`src/rtl/sync_ctrl.sv`:
```
// Block-synchronisation controller: streams one 2N+L sample block into the estimator, waits for its
// result and hands it to the consumer. Define SYNC_TIMEOUT_EN to compile in the DRAIN watchdog.
module sync_ctrl #(
    parameter int N         = 256,
    parameter int L         = 16,
    parameter int DRAIN_MAX = 64
) (
    input  logic        clk,
    input  logic        rst,
    input  logic        s_valid,
    output logic        s_ready,
    output logic        dp_in_valid,
    output logic        dp_clr,
    input  logic        dp_res_valid,
    input  logic [7:0]  dp_theta,
    input  logic [20:0] dp_eps,
    output logic        m_valid,
    input  logic        m_ready,
    output logic [7:0]  m_theta,
    output logic [20:0] m_eps,
    output logic [15:0] sym_cnt,
    output logic        err,
    output logic        timeout
);

    localparam int                BLOCK_LEN = 2 * N + L;
    localparam int                CNT_W     = 10;
    localparam logic [CNT_W-1:0]  LAST_IDX  = CNT_W'(BLOCK_LEN - 1);

    typedef enum logic [1:0] {
        CLR    = 2'd0,
        STREAM = 2'd1,
        DRAIN  = 2'd2,
        HOLD   = 2'd3
    } state_e;

    state_e             state_q, state_d;
    logic [CNT_W-1:0]   cnt_q, cnt_d;
    logic [7:0]         theta_q, theta_d;
    logic [20:0]        eps_q, eps_d;
    logic [15:0]        sym_q, sym_d;
    logic               err_q, err_d;
    logic               tmo_q, tmo_d;
    logic               wd_expire;

`ifdef SYNC_TIMEOUT_EN
    localparam int WD_W = $clog2(DRAIN_MAX + 1);
    logic [WD_W-1:0] wd_q;

    // Counts cycles spent in DRAIN; restarts whenever the FSM is elsewhere.
    always_ff @(posedge clk or posedge rst) begin
        if (rst) begin
            wd_q <= '0;
        end else if (state_q != DRAIN) begin
            wd_q <= '0;
        end else begin
            wd_q <= wd_q + 1'b1;
        end
    end

    assign wd_expire = (state_q == DRAIN) && (wd_q == WD_W'(DRAIN_MAX - 1));
`else
    assign wd_expire = 1'b0;
`endif

    // NOTE: state registers use non-blocking assignments so every flop samples pre-edge values.
    always_ff @(posedge clk or posedge rst) begin
        if (rst) begin
            state_q <= CLR;
            cnt_q   <= '0;
            theta_q <= '0;
            eps_q   <= '0;
            sym_q   <= '0;
            err_q   <= 1'b0;
            tmo_q   <= 1'b0;
        end else begin
            state_q <= state_d;
            cnt_q   <= cnt_d;
            theta_q <= theta_d;
            eps_q   <= eps_d;
            sym_q   <= sym_d;
            err_q   <= err_d;
            tmo_q   <= tmo_d;
        end
    end

    // NOTE: every signal driven here gets a default first so no path can infer a latch.
    always_comb begin
        state_d = state_q;
        cnt_d   = cnt_q;
        theta_d = theta_q;
        eps_d   = eps_q;
        sym_d   = sym_q;
        err_d   = err_q;
        tmo_d   = tmo_q;
        s_ready = 1'b0;
        dp_clr  = 1'b0;
        m_valid = 1'b0;

        case (state_q)
            CLR: begin
                dp_clr  = 1'b1;
                cnt_d   = '0;
                state_d = STREAM;
            end
            STREAM: begin
                s_ready = 1'b1;
                if (s_valid) begin
                    if (cnt_q == LAST_IDX) begin
                        cnt_d   = '0;
                        state_d = DRAIN;
                    end else begin
                        cnt_d = cnt_q + 1'b1;
                    end
                end
            end
            DRAIN: begin
                // A real result on the expiry cycle takes priority over the watchdog.
                if (dp_res_valid) begin
                    theta_d = dp_theta;
                    eps_d   = dp_eps;
                    state_d = HOLD;
                end else if (wd_expire) begin
                    theta_d = '0;
                    eps_d   = '0;
                    tmo_d   = 1'b1;
                    state_d = HOLD;
                end
            end
            HOLD: begin
                m_valid = 1'b1;
                if (m_ready) begin
                    sym_d   = sym_q + 1'b1;
                    tmo_d   = 1'b0;
                    state_d = CLR;
                end
            end
            default: begin
                state_d = CLR;
            end
        endcase

        if (dp_res_valid && (state_q != DRAIN)) begin
            err_d = 1'b1;
        end

        dp_in_valid = s_valid & s_ready;
    end

    assign m_theta = theta_q;
    assign m_eps   = eps_q;
    assign sym_cnt = sym_q;
    assign err     = err_q;
    assign timeout = tmo_q;

endmodule

```
`config.mk`:
```
export PLATFORM = sky130hd
export DESIGN_NAME = sync_ctrl
export DESIGN_NICKNAME = d
export VERILOG_FILES = /design/src/rtl/sync_ctrl.sv
export SDC_FILE = /design/constraint.sdc
export NUM_CORES = 1
export LEC_CHECK = 0
export CAP_MARGIN = 20
export CORE_MARGIN = 2
export CORE_UTILIZATION = 45
export DETAILED_ROUTE_END_ITERATION = 8
export PLACE_DENSITY_LB_ADDON = 0.05
export SLEW_MARGIN = 0
export SYNTH_ARGS = -nofsm -noshare
export SYNTH_HDL_FRONTEND = slang
export SYNTH_SLANG_ARGS = --single-unit
```
`constraint.sdc`:
```
create_clock -name clk -period 2.5 [get_ports clk]
set_input_delay 0.625 -clock clk [delete_from_list [all_inputs] [get_ports clk]]
set_output_delay 0.625 -clock clk [all_outputs]
set_load 0.05 [all_outputs]
```
# Yosys cells after proc, flatten, opt, wreduce, memory -nomap -nowiden
# Cells that the tools add are included.
# totals
ff_bits	58
word_cells	36
inputBits	34
# op_classes
n_bitwise	1
addsub	2
eq_ne	9
reduce_logical	7
mux	11
# op_table
operator	count
two-way mux 10 bit	2
case mux 10 bit (2 select lines)	1
adder 16 x 1 -> 16 bit (second input constant)	1
adder 10 x 1 -> 10 bit (second input constant)	1
equality test 10 bit (second input constant)	1
inequality test 2 bit (second input constant)	5
two-way mux 2 bit	4
case mux 2 bit (4 select lines)	1
AND reduction 2 bit	3
equality test 2 bit (second input constant)	2
AND reduction 4 bit	1
two-way mux 1 bit	3
equality test 2 x 1 -> 1 bit (second input constant)	1
zero test 2 bit	1
nonzero test 2 bit	1
bitwise AND 1 bit	1
logical AND 1 bit	1

# Logic depth before layout (Yosys ltp)
# depth
ltp_word	4
ltp_mapped	7
mapped_depth_nobuf	6

# Worst setup path after synthesis
# Ideal clock, no wire load.
# synth_timing
kind	reg-to-output
from	reg state_q[1]
to	out dp_in_valid
n_path_buf	0
path_slack_ns	0.326
t_arrival_ns	1.549
stages_incl_launch_ff	4
required_time_ns	1.875
cell_sequence	dfrtp_1 -> inv_1 -> ha_1 -> and2_1
# synth_via
elab_chain_cells	3
# synth_rtl
item	line_no	text
from (decl)	37	state_e state_q, state_d;
from (signal assigned)	77	state_q <= state_d;
equality test 2 x 1 -> 1 bit	100	case (state_q)
two-way mux 1 bit	100	
via s_ready	11	output logic s_ready,
bitwise AND 1 bit	147	dp_in_valid = s_valid & s_ready;
to (decl)	12	output logic dp_in_valid,
# The timed path passes the listed nets, and every way through them passes these cells.

# Worst setup path in the final report
# layout_timing
from	reg state_q[1]
to	out m_valid
# layout_via
elab_chain_cells	2
# layout_rtl
item	line_no	text
equality test 2 bit	100	
two-way mux 1 bit	100	
to (decl)	17	output logic m_valid,
# No other way between the ends.

==> results_tabular.tex <==
\begin{tabular}{lr}
\hline
Metric & Value \\
\hline
\multicolumn{2}{l}{\textbf{Status}} \\
\quad Status & complete, no violations \\
\multicolumn{2}{l}{\textbf{Critical path}} \\
\quad Critical path startpoint category & flop \\
\quad Worst path bufs/invs & 1 \\
\quad Stage delay of the slowest cell on the critical path & $\sim$0.83 ns \\
\quad Worst setup path category & flop to output pin \\
\quad Start point of the critical path & state\_q[1] \\
\quad Crit path required time & 1.88 ns \\
\quad Critical path capture point type & output pin \\
\quad Cell class contributing the biggest share of worst-path delay & buffers and inverters \\
\quad Reg-to-reg startpoint & state\_q[1] \\
\quad Critical Path AT & between 1.5 and 2 ns \\
\quad Worst Path Max Fanout & 4 \\
\quad CP cell instances & ha\_1 -> clkdlybuf4s50\_1 \\
\quad Critical Path Slowest Stage Cell & sky130\_fd\_sc\_hd\_\_clkdlybuf4s50\_1 \\
\multicolumn{2}{l}{\textbf{Drt}} \\
\quad First-pass detailed-route iteration total & 5 \\
\quad Ratio of routed vias to standard cells & between 4 and 5 \\
\quad Via total after detailed routing & about 1800 \\
\quad Number of DRC markers after the initial detailed-route iteration & 92 \\
\quad Final routed wire length divided by cell count & between 10 and 15 um \\
\quad Routed WL & between 5000 and 6000 um \\
\quad Number of nets with antenna violations after routing & 0 \\
\quad DRC Markers & 0 \\
\multicolumn{2}{l}{\textbf{Clock tree}} \\
\quad Number of resized instances in the post-cts repair step & 0 \\
\quad Hold-fix buffer count after cts & 0 \\
\quad Inserted Clock Buffers & 9 \\
\quad H-tree lvl count & 3 \\
\quad Clk\_lat worst skew & 0.33 ns \\
\quad Number of buffers inserted by post-CTS setup repair & 0 \\
\quad Clock Pin Slew Worst Setup and Hold Paths & 0.06 ns \\
\quad Clock sink count & 58 \\
\quad Maximum number of buffers from clock root to sink & 2 \\
\quad CTS tree & yes \\
\quad Cell at the root of the clock tree & sky130\_fd\_sc\_hd\_\_clkbuf\_8 \\
\multicolumn{2}{l}{\textbf{Pwr}} \\
\quad P per Cell Area & between 500 and 600 nW/um2 \\
\quad Cell internal power dissipation & roughly 0.0015 W \\
\quad Sequential group share of total power & 52.1\% \\
\quad IR drop worst, VDD & about 0.39 mV \\
\quad Leakage power figure & approximately 1.7 nW \\
\quad Fraction of power consumed by combinational cells & 10.0\% \\
\quad Switching portion of total power & roughly a quarter \\
\quad Switching power total & approximately 0.00049 W \\
\quad Power share of the clock group & between 30\% and 40\% \\
\multicolumn{2}{l}{\textbf{Timing}} \\
\quad Final clock period utilization by the worst path & 96.39\% \\
\quad Setup repair after global routing missed its margin & no \\
\quad Final min period & $\sim$2.4 ns \\
\quad Worst Max-Slew Pin Slew & about 0.53 ns \\
\quad Highest achievable clock rate & 415.0 MHz \\
\quad Number of setup violations in the final report & 0 \\
\quad Setup TNS Final & 0 ns \\
\quad Final slew viol count & 0 \\
\quad Final-report hold violation count & 0 \\
\quad Post-Route Skew & $\sim$0.0084 ns \\
\quad Worst slew margin & 64.77\% \\
\multicolumn{2}{l}{\textbf{GRT}} \\
\quad Via count of the first global-routing pass & 1794 \\
\quad Antenna violations before repair & 0 \\
\quad Maximum number of pins on one net before global-route repair & 30 \\
\quad All-Layer GR Usage & about 18\% \\
\quad Wire length of the first global-routing pass & $\sim$8700 um \\
\quad Overflow left after global routing & 0 \\
\multicolumn{2}{l}{\textbf{Yosys}} \\
\quad Cell count after synthesis & 200 \\
\quad Post-synthesis instance area & approximately 2500 um2 \\
\quad Mean instance size in the synthesized netlist & 12.54 um2 \\
\quad Proportion of synthesized flip-flops having asynchronous set or reset & 100.0\% \\
\quad Number of nets produced by synthesis & $\sim$240 \\
\quad Number of warnings reported in the yosys synthesis log & 0 \\
\quad Dominant synthesized flop cell & sky130\_fd\_sc\_hd\_\_dfrtp\_1 \\
\quad Number of distinct library cells after synthesis & 29 \\
\quad Fraction of the yosys area taken by sequential cells & between 50\% and 60\% \\
\quad Number of synthesized flops with an enable pin & 0 \\
\quad Number of flip-flops and latches in the synthesized netlist & 58 \\
\multicolumn{2}{l}{\textbf{Placed design}} \\
\quad Routability congestion estimate & between 0.7 and 0.8 \\
\quad IO buf count & 83 \\
\quad Placement-stage cell area & about 3500 um2 \\
\quad DP Wirelength & around 3800 um \\
\multicolumn{2}{l}{\textbf{Floorplan}} \\
\quad \# IOs & between 80 and 90 \\
\quad Floorplan core area & between 5000 and 6000 um2 \\
\quad Die span in y & slightly below 80 um \\
\quad Die area & between 6000 and 7000 um2 \\
\quad Starting Density & between 40\% and 50\% \\
\quad Overall die width & 78.67 um \\
\quad Site row count & 27 \\
\multicolumn{2}{l}{\textbf{Cells and area}} \\
\quad Commonest non-fill, non-tap cells in the layout & sky130\_fd\_sc\_hd\_\_clkdlybuf4s50\_1 (80), sky130\_fd\_sc\_hd\_\_dfrtp\_1 (58), sky130\_fd\_sc\_hd\_\_mux2\_2 (30), sky130\_fd\_sc\_hd\_\_xnor2\_1 (17), sky130\_fd\_sc\_hd\_\_nand2\_1 (16) \\
\quad Total inserted antenna cells & 0 \\
\quad Final std cell area, no fill & between 3000 and 4000 um2 \\
\quad Final-layout fill cell count & 450 \\
\quad Area added between synthesis and finish & 45.19\% \\
\quad Post-layout net count & around 340 \\
\quad Most common library cell in the layout ignoring fill and taps & sky130\_fd\_sc\_hd\_\_clkdlybuf4s50\_1 \\
\quad Fraction of final layout cells with drive strength greater than 1 & 18.46\% \\
\multicolumn{2}{l}{\textbf{Min path}} \\
\quad Path type of the worst min-delay path & flop to flop \\
\quad Startpoint of the tightest hold check path & err \\
\multicolumn{2}{l}{\textbf{Job}} \\
\quad Number of max-capacitance violations reported & 0 \\
\hline
\end{tabular}
==> synth_stat cells (3+ instances only) <==
master,n,area [um2]
sky130_fd_sc_hd__mux2_2,30,337.8
sky130_fd_sc_hd__nor3_1,4,20.02
sky130_fd_sc_hd__inv_1,6,22.52
sky130_fd_sc_hd__a21o_1,3,22.52
sky130_fd_sc_hd__and3_1,3,18.77
sky130_fd_sc_hd__ha_1,7,87.58
sky130_fd_sc_hd__nor2_1,13,48.80
sky130_fd_sc_hd__buf_2,3,15.01
sky130_fd_sc_hd__nand3_1,10,50.05
sky130_fd_sc_hd__dfrtp_1,58,1451
sky130_fd_sc_hd__xor2_1,4,35.03
sky130_fd_sc_hd__nand4_1,7,43.79
sky130_fd_sc_hd__nand2_1,16,60.06
sky130_fd_sc_hd__xnor2_1,17,148.9
==> sequential cells by signal, indices dropped and copies added (netlist names) <==
| signal | flops |
|---|---|
| cnt_q | 10 |
| m_eps | 21 |
| state_q | 2 |
| err | 1 |
| m_theta | 8 |
| sym_cnt | 16 |
==> stage by stage <==
stage / total power, W / instances / worst slack [ns] / hold WS, ns / utilization (%)
2_1_floorplan: 0.001156 / 200 / 0.3262 / 0.4761 / -
3_3_place_gp: 0.001246 / 355 / 0.4064 / 0.4450 / 63.81
3_5_place_dp: 0.001250 / 355 / 0.3471 / 0.4558 / 63.81
4_1_cts: 0.002018 / 370 / 0.06199 / 0.4722 / 66.97
5_1_grt: 0.002078 / 370 / 0.02342 / 0.4920 / 66.97
6_report: 0.001986 / 370 / 0.09031 / 0.4665 / 66.97
==> power groups by stage <==
| stage | clock network, W | registers [W] | logic, W |
|---|---|---|---|
| floorplan | 0 | 0.00104 | 0.000118 |
| global placement | 0 | 0.00105 | 0.000197 |
| detailed placement | 0 | 0.00105 | 0.000201 |
| CTS | 0.000784 | 0.00103 | 0.000201 |
| global route | 0.000814 | 0.00104 | 0.000222 |
| finish | 0.000753 | 0.00103 | 0.000199 |
==> final cells by class <==
cell class	instances	area (um2)	share of cell area [%]
Clock inverter	2	12.51	0.3435
Clock buffer	13	158.9	4.363
Tap cell	72	90.09	2.473
Sequential cell	58	1451	39.85
Inverter	6	22.52	0.6183
Timing Repair Buffer	88	898.4	24.67
Multi-Input combinational cell	131	1008	27.69
==> path summary, 6_finish.rpt <==
check	slack, ns	end	cells past startpoint
setup / recovery	0.09	m_valid	2
hold / removal	0.47	err	1
setup reg to reg	0.70	cnt_q[9]	7
hold reg to reg	0.47	err	1
max in group asynchronous	1.32	sym_cnt[8]	3
min in group asynchronous	0.60	m_theta[6]	2
==> metal layers <==
metal  up-vias  track usage (%)  wire (um)
met2        67            26.50       2265
met4         0            10.70        109
met1       850            25.26       2513
met3        12            3.678        365
met5         -                0          0
li1        876                -          -
==> cell families after synthesis <==
logic type               after synthesis  synth area share, %
AO/OA/AOI/OAI                          8                2.145
XOR/XNOR                              21                7.331
adder cells (fa/ha/maj)                7                3.491
buffers and inverters                 11                1.945
flip-flops                            58                57.86
multiplexers                          33                14.86
other                                  1               0.1495
AND/OR/NAND/NOR                       61                12.22
(Power assumes the default switching activity.)
==> RTL edit 1, RTL diff (same flow settings) <==
Set the localparam `CNT_W` to 5 (it was 10).
--- a/src/rtl/sync_ctrl.sv
+++ b/src/rtl/sync_ctrl.sv
@@ -24,7 +24,7 @@
 );
 
     localparam int                BLOCK_LEN = 2 * N + L;
-    localparam int                CNT_W     = 10;
+    localparam int                CNT_W     = 5;
     localparam logic [CNT_W-1:0]  LAST_IDX  = CNT_W'(BLOCK_LEN - 1);
 
     typedef enum logic [1:0] {
Behaviour: no difference found for any inputs over 10 cycles, from zero or initial values and one cycle with rst high; that may be too few to reach the edited logic, so the function may still have changed.
==> RTL edit 1 against the original RTL <==
Wire length down 19%; register-to-register slack improved by 160 ps; final area decreased by 8.5%; fmax increased by 1.0%; setup slack better by 24 ps; worst hold slack lost 1.3 ps; global-route usage fell by 2.0 points; synthesized area is 9.7% lower; sequential cell count is 5 lower.
Power is not compared: it rests on default switching activity, and its combinational part moved more than twofold at a synthesized area within 25%.
==> RTL edit 1: results (changes against the original RTL) <==
<table>
<tr><th>Metric</th><th>Value</th></tr>
<tr><th colspan="2">Run status</th></tr>
<tr><td>Status</td><td>completed</td></tr>
<tr><th colspan="2">CTS</th></tr>
<tr><td>Worst-Skew Late Latency</td><td>300 ps (-30 ps)</td></tr>
<tr><td>Htree depth</td><td>2 (-1)</td></tr>
<tr><td>Clock edge transition at the registers on the reported setup and hold paths</td><td>90 ps (+30 ps)</td></tr>
<tr><td>Total clock buffers created by CTS</td><td>5 (-4)</td></tr>
<tr><th colspan="2">Routing</th></tr>
<tr><td>Number of vias per cell</td><td>4.63 (-5.0%)</td></tr>
<tr><td>Sum of routed wire length over all layers</td><td>4.26 mm (-19%)</td></tr>
<tr><th colspan="2">Placement</th></tr>
<tr><td>GPL Wtd Cong</td><td>0.799 (+0.16%)</td></tr>
<tr><td>Worst slack after detailed placement</td><td>297 ps (-50.4 ps)</td></tr>
<tr><td>Dpl hpwl</td><td>3.06 mm (-20%)</td></tr>
<tr><th colspan="2">Layout</th></tr>
<tr><td>Fill count</td><td>383 (-15%)</td></tr>
<tr><td>Layout net count</td><td>294 (-12%)</td></tr>
<tr><th colspan="2">Timing</th></tr>
<tr><td>Worst setup skew after layout</td><td>3.05 ps (-5.34 ps)</td></tr>
<tr><td>Worst-case headroom to the max-slew limit</td><td>0.643 (-0.00440)</td></tr>
<tr><th colspan="2">Setup path</th></tr>
<tr><td>Worst R2R Setup Slack</td><td>860 ps (+160 ps)</td></tr>
<tr><td>Reg-to-reg critical path endpoint</td><td>cnt_q[3]</td></tr>
<tr><td>Worst r2r path cells</td><td>6 (-1)</td></tr>
<tr><th colspan="2">Synthesis</th></tr>
<tr><td>Unique cell type count in the Yosys netlist</td><td>34 (+17%)</td></tr>
<tr><td>Most area-consuming cells after synthesis</td><td>dfrtp_1 59%, mux2_2 15%, xnor2_1 4.6%</td></tr>
<tr><td>Most common library cells after synthesis</td><td>53 x dfrtp_1, 30 x mux2_2, 12 x nand2_1, 12 x xnor2_1, 9 x nand3_1</td></tr>
<tr><td>Nets in the synthesized netlist</td><td>206 (-15%)</td></tr>
<tr><th colspan="2">Global routing</th></tr>
<tr><td>Total track usage</td><td>0.162 (-0.0199)</td></tr>
<tr><td>Vias in the first global route</td><td>1503 (-16%)</td></tr>
<tr><td>Maximum number of pins on one net before global-route repair</td><td>54 (+80%)</td></tr>
<tr><td>Wire length of the first global-routing pass</td><td>6.86 mm (-21%)</td></tr>
</table>
==> RTL edit 1: changes by cell type in the layout (fill, tap and decap cells not counted), moves of 4 or more <==
cell / unedited run / this run
xnor2_1: 17 / 12
clkbuf_8: 11 / 5
buf_4: 5 / 1
nor2_1: 13 / 3
dfrtp_1: 58 / 53
nand2_1: 16 / 12
nand4_1: 7 / 1
==> RTL edit 1: cell type report <==
class,instances,area (µm²),area share
Sequential cell,53,1330,0.398
Multi-Input combinational cell,104,892,0.268
Timing Repair Buffer,85,877,0.263
Tap cell,67,83.8,0.0252
Clock buffer,5,68.8,0.0207
Clock inverter,3,65.1,0.0195
Inverter,5,18.8,0.00563
==> RTL edit 1: metal layers <==
layer  vias to the layer above  GRT usage  part of all wire  routed length, µm
met1                       700      0.201              0.43               1830
met3                         5     0.0402             0.071                302
met5                         -          0                 0                  0
li1                        738          -                 -                  -
met4                         0     0.0655             0.016                 67
met2                        49      0.273              0.48               2050
==> RTL edit 1: power by group <==
group          switching, W  leakage (nW)  internal [W]  total (W)
combinational       0.00153         0.724      0.000955    0.00249
sequential         0.000187         0.661       0.00117    0.00136
clock              0.000270        0.0681      0.000397   0.000668
==> RTL edit 1: stage by stage <==
step	std cells	cell area, µm²	hold slack (ps)
5_1_grt	322	3330	486
3_5_place_dp	314	3200	448
4_1_cts	322	3330	472
6_report	322	3330	465
2_1_floorplan	166	2270	489
3_3_place_gp	314	3200	442
==> RTL edit 1: logic make-up after synthesis <==
| logic type | Yosys count | synth area share |
|---|---|---|
| compound gates | 9 | 0.0287 |
| xor+xnor | 15 | 0.0613 |
| fa+ha+maj | 6 | 0.0331 |
| buf+inv | 9 | 0.0210 |
| flops | 53 | 0.585 |
| mux | 33 | 0.165 |
| other cells | 1 | 0.00165 |
| simple gates | 40 | 0.104 |
==> RTL edit 1: critical path: cells and delay by family (launching register included) <==
kind | cells | cell delay (ps)
fa+ha+maj | 1 | 230
flops | 1 | 400
buf+inv | 1 | 830
==> RTL edit 1: worst max path at each step <==
stage,startpoint,end,slack [ps]
2_1_floorplan,state_q[1],dp_in_valid,290
6_report,state_q[1],m_valid,110
3_3_place_gp,s_valid,dp_in_valid,330
3_5_place_dp,s_valid,dp_in_valid,300
4_1_cts,state_q[1],m_valid,80
5_1_grt,state_q[1],m_valid,20
==> RTL edit 2, RTL diff (config.mk and constraints unchanged) <==
Without the edit above. Put one more register stage on the output `sym_cnt`. The value now appears one clock later. The other outputs are not delayed to match.
--- a/src/rtl/sync_ctrl.sv
+++ b/src/rtl/sync_ctrl.sv
@@ -149,7 +149,9 @@
 
     assign m_theta = theta_q;
     assign m_eps   = eps_q;
-    assign sym_cnt = sym_q;
+    always_ff @(posedge clk) begin
+        sym_cnt <= sym_q;
+    end
     assign err     = err_q;
     assign timeout = tmo_q;
 
Check against the original RTL: same outputs for any inputs over 10 cycles, from zero or initial values and one cycle with rst high; that may be too few to reach the edited logic, so the function may still have changed.
==> RTL edit 2 against the original RTL <==
Die area up 14%; synthesized area up 15%; final area up 11%; sequential cell count up 16; wire length down 4.2%; setup slack better by 210 ps; total power up 20%; critical path depth up 1; largest power group unchanged; highest routed layer unchanged.
==> RTL edit 2: results (changes against the original RTL) <==
<table>
<tr><th>Metric</th><th>Value</th></tr>
<tr><th colspan="2">Run status</th></tr>
<tr><td>Status</td><td>completed</td></tr>
<tr><th colspan="2">Synthesis</th></tr>
<tr><td>Unique cell type count in the Yosys netlist</td><td>34 (+17%)</td></tr>
<tr><td>XOR/XNOR Fraction of Synth Area</td><td>0.0640 (-0.00929)</td></tr>
<tr><td>Gate count of the mapped netlist</td><td>215 (+7.5%)</td></tr>
<tr><td>Nets in the synthesized netlist</td><td>256 (+6.2%)</td></tr>
<tr><td>Proportion of synthesized flip-flops having asynchronous set or reset</td><td>0.784 (-0.216)</td></tr>
<tr><td>Post-synthesis compound-gate area fraction</td><td>0.0222 (+0.000766)</td></tr>
<tr><td>Fraction of synthesized area in multiplexers</td><td>0.130 (-0.0188)</td></tr>
<tr><td>Register area share after synthesis</td><td>0.617 (+0.0382)</td></tr>
<tr><th colspan="2">Routing</th></tr>
<tr><td>Total met3 wirelength after detailed routing</td><td>313 µm (-14%)</td></tr>
<tr><td>Met1 layer wirelength in the final routing</td><td>2.55 mm (+1.3%)</td></tr>
<tr><th colspan="2">Placement</th></tr>
<tr><td>GPL Wtd Cong</td><td>0.753 (-5.5%)</td></tr>
<tr><td>Dpl hpwl</td><td>3.59 mm (-5.8%)</td></tr>
<tr><td>Placed Instance Area</td><td>3820 µm² (+10%)</td></tr>
<tr><td>Cell count after placement</td><td>373 (+5.1%)</td></tr>
<tr><td>Worst slack after detailed placement</td><td>373 ps (+26.2 ps)</td></tr>
<tr><th colspan="2">Timing</th></tr>
<tr><td>Final Hold Slack</td><td>405 ps (-61.4 ps)</td></tr>
<tr><td>Share of the clock period used by the worst path after layout</td><td>0.879 (-0.0849)</td></tr>
<tr><th colspan="2">Global routing</th></tr>
<tr><td>Met1 demand-to-capacity share in global routing</td><td>0.228 (-0.0243)</td></tr>
<tr><td>Total track usage</td><td>0.157 (-0.0251)</td></tr>
<tr><td>Met2 GRT Util</td><td>0.214 (-0.0511)</td></tr>
<tr><td>Vias in the first global route</td><td>1862 (+3.8%)</td></tr>
<tr><th colspan="2">Setup path</th></tr>
<tr><td>Critical path destination</td><td>dp_clr</td></tr>
<tr><td>Worst endpoint data arrival time</td><td>1570 ps (-210 ps)</td></tr>
<tr><td>Slowest cell on the critical path</td><td>dlygate4sd2_1</td></tr>
<tr><td>Critical path startpoint</td><td>state_q[0]</td></tr>
<tr><th colspan="2">Power and ir drop</th></tr>
<tr><td>Leakage power summed over all cells</td><td>1.90 nW (+12%)</td></tr>
<tr><td>Peak VDD IR</td><td>0.414 mV (+5.8%)</td></tr>
<tr><th colspan="2">CTS</th></tr>
<tr><td>Number of gates given a new drive strength after cts</td><td>1 (+1)</td></tr>
</table>
-- RTL edit 2: cell types whose count changed in the layout (fill, tap and decap cells not counted), moves of 2 or more --
cell / unedited run / this run
buf_4: 5 / 2
dfxtp_1: 0 / 16
clkbuf_8: 11 / 9
nand2_1: 16 / 11
o21ai_0: 2 / 4
and4_1: 2 / 0
clkbuf_16: 0 / 2
nor4_4: 0 / 2
nand2b_1: 0 / 2
nand4_1: 7 / 4
-- RTL edit 2: layout make-up --
class	count	area (µm²)	area share
sequential	74	1770	0.439
multi-input combinational	129	1040	0.259
timing repair buffer	86	887	0.220
clock buffer	12	178	0.0441
tap	77	96.3	0.0239
clock inverter	4	30.0	0.00745
inverter	7	26.3	0.00652
-- RTL edit 2: power breakdown --
part | switching (W) | internal (W) | total [W]
sequential | 0.0000518 | 0.00123 | 0.00128
clock | 0.000431 | 0.000485 | 0.000915
combinational | 0.0000772 | 0.0000997 | 0.000177
